### config.mk
export PLATFORM = sky130hd
export DESIGN_NAME = updn_modcount
export DESIGN_NICKNAME = d
export VERILOG_FILES = /design/src/rtl/updn_modcount.sv
export SDC_FILE = /design/constraint.sdc
export NUM_CORES = 1
export LEC_CHECK = 0
export CORE_AREA = 2 2 75 48
export DETAILED_ROUTE_END_ITERATION = 10
export DIE_AREA = 0 0 77 50
export GPL_TIMING_DRIVEN = 1
export HOLD_SLACK_MARGIN = 0.05
export PLACE_DENSITY_LB_ADDON = 0.1
export SYNTH_ARGS = -nofsm -noshare
export SYNTH_HDL_FRONTEND = slang
export SYNTH_SLANG_ARGS = --single-unit
### constraint.sdc
create_clock -name clk -period 4.3 [get_ports clk]
set_clock_uncertainty 0.1 [all_clocks]
set_input_delay 0.86 -clock clk [delete_from_list [all_inputs] [get_ports clk]]
set_output_delay 0.86 -clock clk [all_outputs]
set_load 0.05 [all_outputs]
### src/rtl/updn_modcount.sv
// updn_modcount: up/down counter with a programmable modulus (last = M-1),
// parallel load, wrap or saturate at the boundary, a registered boundary
// pulse and a sticky error flag.
module updn_modcount #(
    parameter int unsigned WIDTH        = 8,
    parameter int unsigned LAST_DEFAULT = 7
) (
    input  logic             clk,
    input  logic             rst,
    input  logic             en,
    input  logic             updn,
    input  logic             sat_mode,
    input  logic             load,
    input  logic [WIDTH-1:0] load_val,
    input  logic             mod_wr,
    input  logic [WIDTH-1:0] mod_last,
    input  logic             err_clr,
    output logic [WIDTH-1:0] count,
    output logic [WIDTH-1:0] last,
    output logic             tc,
    output logic             err,
    output logic             at_zero,
    output logic             at_last
);

    localparam logic [WIDTH-1:0] ONE       = WIDTH'(1);
    localparam logic [WIDTH-1:0] LAST_INIT = WIDTH'(LAST_DEFAULT);

    logic [WIDTH-1:0] count_q, count_d;
    logic [WIDTH-1:0] last_q,  last_d;
    logic             tc_q,    tc_d;
    logic             err_q,   err_d;
    logic             err_set;

    // Next-state selection: mod_wr > load > en > hold. Count never exceeds
    // last (mod_wr zeroes it, load rejects values above last), so the
    // boundary test only needs equality.
    always_comb begin
        count_d = count_q;
        last_d  = last_q;
        tc_d    = 1'b0;
        err_set = 1'b0;
        if (mod_wr) begin
            last_d  = mod_last;
            count_d = '0;
        end else if (load) begin
            if (load_val <= last_q) begin
                count_d = load_val;
            end else begin
                err_set = 1'b1;
            end
        end else if (en) begin
            if (updn) begin
                if (count_q == last_q) begin
                    tc_d = 1'b1;
                    if (sat_mode) begin
                        err_set = 1'b1;
                    end else begin
                        count_d = '0;
                    end
                end else begin
                    count_d = count_q + ONE;
                end
            end else begin
                if (count_q == '0) begin
                    tc_d = 1'b1;
                    if (sat_mode) begin
                        err_set = 1'b1;
                    end else begin
                        count_d = last_q;
                    end
                end else begin
                    count_d = count_q - ONE;
                end
            end
        end
        // Setting the flag takes precedence over a coincident clear.
        if (err_set) begin
            err_d = 1'b1;
        end else if (err_clr) begin
            err_d = 1'b0;
        end else begin
            err_d = err_q;
        end
    end

    // State registers with synchronous active-low reset.
    always_ff @(posedge clk) begin
        if (!rst) begin
            count_q <= '0;
            last_q  <= LAST_INIT;
            tc_q    <= 1'b0;
            err_q   <= 1'b0;
        end else begin
            count_q <= count_d;
            last_q  <= last_d;
            tc_q    <= tc_d;
            err_q   <= err_d;
        end
    end

    assign count   = count_q;
    assign last    = last_q;
    assign tc      = tc_q;
    assign err     = err_q;
    assign at_zero = (count_q == '0);
    assign at_last = (count_q == last_q);

endmodule

# Word-level counts from Yosys, hierarchy flattened

Cells that the tools add are included.

Equal/unequal tests: 4
Muxes and demuxes: 21
Add/subtract/negate cells: 2
Bitwise gates (word level): 2
$lt $le $gt $ge: 1
Reduce and logical (&&, ||, !) cells: 6

Operators with widths:

| operator              | count |
|---|---|
| $mux W8               | 8 |
| $mux W1               | 13 |
| $add A8 B1 Y8 const B | 1 |
| $eq A8 B8 Y1          | 1 |
| $le A8 B8 Y1          | 1 |
| $logic_not A8 Y1      | 1 |
| $ne A4 B4 Y1 const B  | 2 |
| $sub A8 B1 Y8 const B | 1 |
| $reduce_and A4 Y1     | 1 |
| $reduce_bool A2 Y1    | 2 |
| $reduce_or A4 Y1      | 1 |
| $ne A2 B1 Y1 const B  | 1 |
| $not A1 Y1            | 2 |
| $reduce_or A2 Y1      | 1 |

Word-level logic and storage cells: 40
Register bits: 18
Output and inout port bits: 20
Bits of input ports: 24

# Depth between registers and ports, before layout

Gate-level depths: netlist of the first run.

Depth in word-level cells: 7
Gate-level depth with buffers: 10
Gate-level depth less buffers: 9

# Worst setup path after synthesis of the first run

No wires, ideal clock.

Path kind: register -> output
From: register count_q[0], in the netlist count[0]
To: output port at_zero
Cell stages (with the launch flop): 7
Setup slack: 1.587 ns
Arrival time: 1.753 ns
Data required time: 3.340 ns
Buffers on the path: 1
Path through: dfxtp_1 > buf_2 > inv_1 > ha_1 > nor4b_4 > nand2_1 > inv_1

Cells in the longest elaborated chain, start to end: 1

RTL lines:

| what                   | RTL line | text |
|---|---|---|
| start, declared        | 29       | `logic [WIDTH-1:0] count_q, count_d;` |
| start signal, assigned | 95       | `count_q <= count_d;` |
| $logic_not A8 Y1       | 106      | `assign at_zero = (count_q == '0);` |
| end, declared          | 22       | `output logic at_zero,` |

No other way between the ends.

# Final worst setup path of the first run

Same ends and word-level chain as after synthesis.

==> metrics.md, run 1 <==
| Metric | Value |
|---|---|
| Crit end category | `output pin` |
| Fin. max-slew vios | `0` |
| Postcts setup bufs | `0` |
| Gr ovfl total | `0` |
| Post-synthesis xor/xnor area fraction | `0.06599` |
| Vias per cell | `6.167` |
| Max VDD drop | `0.2194 mV` |
| Clock group share of total power | `0.253` |
| Combinational share of power | `0.402` |
| Setup violators final | `0` |
| Pwr/cell area | `278.8 nW/um^2` |
| Period utilization | `0.8262` |
| CP Class | `flop to output pin` |
| Post-DP HPWL | `3.731 mm` |
| Post-Synthesis Cells | `198` |
| Max-Cap Viols | `0` |
| DR iter-0 viols | `259` |
| Setup WS pre-CTS | `895.5 ps` |
| Max transition margin | `0.5562` |
| Clock latency on the worst-skew pair | `260 ps` |
| Num Clock Sinks | `18` |
| First-pass GRT wire length | `7.838 mm` |
| Filler cell count | `280` |
| Via count | `1702` |
| Antenna violations before repair | `0` |
| Worst Tran Pin Value | `664.3 ps` |
| Starting Density | `0.5036` |
| Largest cells by area after synthesis | `dfxtp_1, ha_1, xnor2_1` |
| Post-synthesis instance area | `1593 um^2` |
| H-tree Lvls | `1` |
| Total CTS buffers | `3` |
| RSZ-0062 raised after global routing | `false` |
| Setup tns final | `0 ps` |
| Nets@finish | `267` |
| Worst Setup Start Kind | `flop` |
| Placer Congestion | `0.9688` |
| Status | `finished, final reports clean` |
| Clock root cell | `clkbuf_8` |
| Die W | `77 um` |
| Remaining DRCs | `0` |
| First-pass DRT Iterations | `4` |
| Synth Area in Compound Gates | `0.2404` |
| Synth Area in Simple Gates | `0.2325` |
| Final Instance Area | `2046 um^2` |
| Most frequent cell after synthesis | `dfxtp_1` |
| PortBufs | `43` |
| Synthesized net count | `233` |
| Area grow syn2layout | `28.44%` |
| TritonCTS clock tree | `done` |
| Tot Pwr | `570.3 uW` |
| WL/cell | `17.48 um` |
| Seq pwr share | `0.344` |
| Hold Violations, Final | `0` |
| Chip height | `50 um` |
| Hold-fix buffers, CTS | `0` |
| Row count | `16` |
| Post-synth EDFFs | `0` |
| Post-DRT Antenna Nets | `0` |
| Synth cell count leaders | `dfxtp_1, inv_1, nor2_1, nand2_1` |
| All-layer global routing usage | `0.2578` |
| Most used flip-flop cell after synthesis | `dfxtp_1` |
| Fmax | `281.5 MHz` |
| Final core occ | `0.6468` |
| Main combinational cell family by area after synthesis | `compound AO/OA/AOI/OAI gates` |
| Switching power | `216.0 uW` |
| Layout cell share with drive strength beyond 1 | `0.04762` |
| Synth area leader | `dfxtp_1` |
| Final worst setup slack | `747.5 ps` |
| Power Internal | `354.3 uW` |
| Post-CTS Resized | `0` |
| Die area | `3850 um^2` |
| Yosys warns | `0` |
| Largest net degree at the start of global routing | `16` |
| Clock tree buffer depth | `2` |
| Clk pin slew, worst setup/hold paths | `80 ps` |
| Period minus WS final | `3552 ps` |
| Yosys top cell area share | `0.2262` |
| # IOs | `44` |
| Core Footprint | `3163 um^2` |
| CP Data Arrival Time | `2590 ps` |
| # diodes | `0` |
| Leak | `0.7831 nW` |
| Placed Area | `1991 um^2` |
| Syn_area_per_cell | `8.044 um^2` |
| Vias in the first global route | `1548` |
| Critical Path RT | `3340 ps` |
| FF+latch count, synth | `18` |
| Sw Ratio | `0.3787` |
| Synth Area in Adders | `0.08641` |
| Asr flop ratio synth | `0` |
| Final WL | `4.825 mm` |
| Yosys cell types | `45` |
| Register area share after synthesis | `0.2262` |
| Fraction of synthesized area in multiplexers | `0.05734` |
| CP Max Fanout | `10` |
| Hold crit path type | `flop to flop` |
[final cells by class]
type | count | area, um^2 | share of cell area
Tap cell | 45 | 56.30 | 0.02752
Timing Repair Buffer | 43 | 430.4 | 0.2104
Sequential cell | 18 | 360.3 | 0.1761
Multi-Input combinational cell | 151 | 1087 | 0.5315
Clock buffer | 4 | 55.05 | 0.02691
Inverter | 15 | 56.30 | 0.02752
[logic make-up (layout without fill, tap and decap cells)]
group | after synthesis | in the layout
simple gates | 66 | 66
compound gates | 53 | 53
buf+inv | 29 | 62
flops | 18 | 18
xor+xnor | 12 | 12
fa+ha+maj | 11 | 11
mux | 9 | 9
[through the flow]
stage / hold slack, ps / cells
after global placement: 449.8 / 272
after detailed placement: 467.3 / 272
after CTS: 482.2 / 276
after floorplan: 655.1 / 198
after global routing: 529.9 / 276
final: 478.4 / 276
[power by group through the flow]
stage | registers (mW) | clock network [mW] | logic [mW]
after global placement | 0.199 | 0 | 0.219
after CTS | 0.196 | 0.144 | 0.226
final | 0.196 | 0.144 | 0.230
after floorplan | 0.220 | 0 | 0.132
after detailed placement | 0.200 | 0 | 0.225
after global routing | 0.198 | 0.153 | 0.245
[final timing paths]
check / startpoint / end / slack (ps) / cells after the start
hold reg to reg: last[3] / last[3] / 480 / 2
setup reg to reg: count[0] / count[1] / 1660 / 8
hold / removal: last[3] / last[3] / 480 / 2
setup / recovery: count[0] / at_zero / 750 / 6
[routing by layer]
metal / global-route usage / wire length (um)
met3: 0.06410 / 578
met2: 0.3860 / 2017
met4: 0.06250 / 75
met1: 0.3702 / 2153
met5: 0 / 0
[layout by cell type (no fill, tap or decap), types with 2 or more instances in the layout]
cell type,synthesis,final
nor3b_1,3,3
dfxtp_1,18,18
o31ai_1,4,4
and3_1,2,2
nor2_1,14,14
nor2_2,2,2
clkdlybuf4s50_1,0,43
o41ai_1,3,3
nor3_1,7,7
nand2_1,13,13
a21oi_1,8,8
ha_1,11,11
mux2i_1,8,8
o311ai_0,5,5
nand4_1,4,4
o21ai_0,8,8
nand3b_1,2,2
xnor2_1,11,11
a221oi_1,4,4
nor2b_1,9,9
inv_1,15,15
o221ai_1,2,2
clkbuf_8,0,4
nand2b_1,2,2
nand3_1,3,3
o211ai_1,9,9
[flip-flops by register name (all words and copies together) (netlist names)]
name and flops:
count 8, tc 1, last 8, err 1
[worst max-delay path, stage by stage (launching register included)]
cell and delay, ps:
dfxtp_1 440, inv_1 140, ha_1 230, nor4b_4 250, nand2_1 200, inv_1 220
clkdlybuf4s50_1 840
Note: power is estimated with default switching activity, not from simulation.
==> run 2, diff against run 1 <==
--- a/config.mk
+++ b/config.mk
@@ -5,9 +5,9 @@
 export SDC_FILE = /design/constraint.sdc
 export NUM_CORES = 1
 export LEC_CHECK = 0
-export CORE_AREA = 2 2 75 48
+export CORE_AREA = 2 2 81 52
 export DETAILED_ROUTE_END_ITERATION = 10
-export DIE_AREA = 0 0 77 50
+export DIE_AREA = 0 0 83 54
 export GPL_TIMING_DRIVEN = 1
 export HOLD_SLACK_MARGIN = 0.05
 export PLACE_DENSITY_LB_ADDON = 0.1
==> constraint.sdc (replaced) <==
create_clock -name clk -period 3.2 [get_ports clk]
set_clock_uncertainty 0.1 [all_clocks]
set_input_delay 0.64 -clock clk [delete_from_list [all_inputs] [get_ports clk]]
set_output_delay 0.64 -clock clk [all_outputs]
set_load 0.05 [all_outputs]
==> run 2 against run 1 <==
Compared with the run above:
- sequential power grew 33%
- largest cell class unchanged
- non-clock buffer count rose by 5
- highest routed layer unchanged
- critical path type is now input pin to flop
- routed wire length increased by 2.5%
==> metrics.md, run 2 (synthesized netlist as in run 1, its figures left out) <==
| Metric | Value |
|---|---|
| Most frequent standard cell in the layout excluding fill and tap cells | `clkdlybuf4s50_1` |
| Layout cell share with drive strength beyond 1 | `0.07627` |
| Die W | `83 um` |
| Worst Setup Start Kind | `input pin` |
| Clock group share of total power | `0.252` |
| Hold Violations, Final | `0` |
| Post-DRT Antenna Nets | `0` |
| Placed cells | `282` |
| Period minus WS final | `2897 ps` |
| Clk pin slew, worst setup/hold paths | `70 ps` |
| Hold-fix buffers, CTS | `0` |
| H-tree Lvls | `1` |
| Clock latency on the worst-skew pair | `260 ps` |
| Final WL | `4.944 mm` |
| Num Clock Sinks | `18` |
| Max VDD drop | `0.1915 mV` |
| First-pass DRT Iterations | `4` |
| Filler cell count | `385` |
| Clock root cell | `clkbuf_8` |
| First-pass GRT wire length | `7.921 mm` |
| Max transition margin | `0.5379` |
| Power Internal | `479.2 uW` |
| # IOs | `44` |
| Remaining DRCs | `0` |
| Setup violators final | `0` |
| Sw Ratio | `0.3795` |
| Seq pwr share | `0.337` |
| Worst Tran Pin Value | `691.8 ps` |
| Area grow syn2layout | `30.87%` |
| Post-CTS Resized | `0` |
| Period utilization | `0.9053` |
| # diodes | `0` |
| Clock tree buffer depth | `2` |
| Chip height | `54 um` |
| Nets@finish | `272` |
| Most frequent cells in the layout | `clkdlybuf4s50_1, dfxtp_1, inv_1, nor2_1, nand2_1` |
| TritonCTS clock tree | `done` |
| Max-Cap Viols | `0` |
| CP Max Fanout | `12` |
| Gr ovfl total | `0` |
| Largest net degree at the start of global routing | `15` |
| CP Data Arrival Time | `2970 ps` |
| Leak | `0.8109 nW` |
| Antenna violations before repair | `0` |
| Vias in the first global route | `1457` |
| Die area | `4482 um^2` |
| Starting Density | `0.4136` |
| Row count | `18` |
| Critical Path RT | `3270 ps` |
| Setup WS pre-CTS | `89.01 ps` |
| Switching power | `293.0 uW` |
| All-layer global routing usage | `0.2321` |
| Final std cells w/o fill | `286` |
| Pwr/cell area | `370.4 nW/um^2` |
| Hold Slack | `473.2 ps` |
| Vias per cell | `5.661` |
| Via count | `1619` |
| Total CTS buffers | `3` |
| Placer Congestion | `0.9113` |
| Final worst setup slack | `302.9 ps` |
| RSZ-0062 raised after global routing | `false` |
| CP Class | `input pin to flop` |
| PortBufs | `43` |
| Setup tns final | `0 ps` |
| Fin. max-slew vios | `0` |
| Core Footprint | `3851 um^2` |
| Tot Pwr | `772.2 uW` |
| Combinational share of power | `0.411` |
| Hold crit path type | `flop to flop` |
| Fmax | `345.2 MHz` |
| DR iter-0 viols | `187` |
| Postcts setup bufs | `0` |
| Crit end category | `flop` |
| Status | `finished, final reports clean` |
| Post-DP HPWL | `3.831 mm` |
| WL/cell | `17.29 um` |
## run 2: cell types whose count changed in the layout (fill, tap and decap cells not counted), sizes merged
cell,delta
buf,+7
clkdlybuf4s50,-2
## run 2: worst paths after layout
check	slack [ps]	startpoint	endpoint	depth (start not counted)
worst max-delay path	300	load_val[5]	count[4]	8
worst min register to register	470	last[2]	last[2]	2
worst min-delay path	470	last[2]	last[2]	2
worst max register to register	660	last[7]	count[4]	8
## run 2: metrics by stage
step | utilization | instance area [um^2]
3_3_place_gp | 0.5270 | 2029
5_1_grt | 0.5413 | 2085
3_5_place_dp | 0.5270 | 2029
2_1_floorplan | - | 1593
4_1_cts | 0.5413 | 2085
6_report | 0.5413 | 2085
## run 2: metal layers
metal / global-route usage / wire [um] / vias to the layer above
met5: 0 / 0 / -
met4: 0.06557 / 47 / 0
met3: 0.05828 / 456 / 5
met2: 0.3212 / 1954 / 76
met1: 0.3481 / 2485 / 734
li1: - / - / 804
## run 2: area by class of cell
class / count / area, um^2 / area share
Multi-Input combinational cell: 151 / 1087 / 0.5216
Timing Repair Buffer: 48 / 462.9 / 0.2221
Sequential cell: 18 / 360.3 / 0.1729
Tap cell: 50 / 62.56 / 0.03001
Inverter: 15 / 56.30 / 0.02701
Clock buffer: 4 / 55.05 / 0.02641
## run 2: worst max-delay path, cell delays in order
cell,delay [ps]
clkdlybuf4s50_1,460
ha_1,330
a21oi_1,140
o21ai_0,140
nand3b_1,210
a32o_1,410
or2_2,400
o31ai_1,250
## run 2: power groups by stage
stage	logic, mW	clock network [mW]	registers, mW
6_report	0.317	0.195	0.260
3_5_place_dp	0.314	0	0.265
4_1_cts	0.316	0.200	0.260
3_3_place_gp	0.311	0	0.265
5_1_grt	0.344	0.212	0.263
2_1_floorplan	0.177	0	0.296
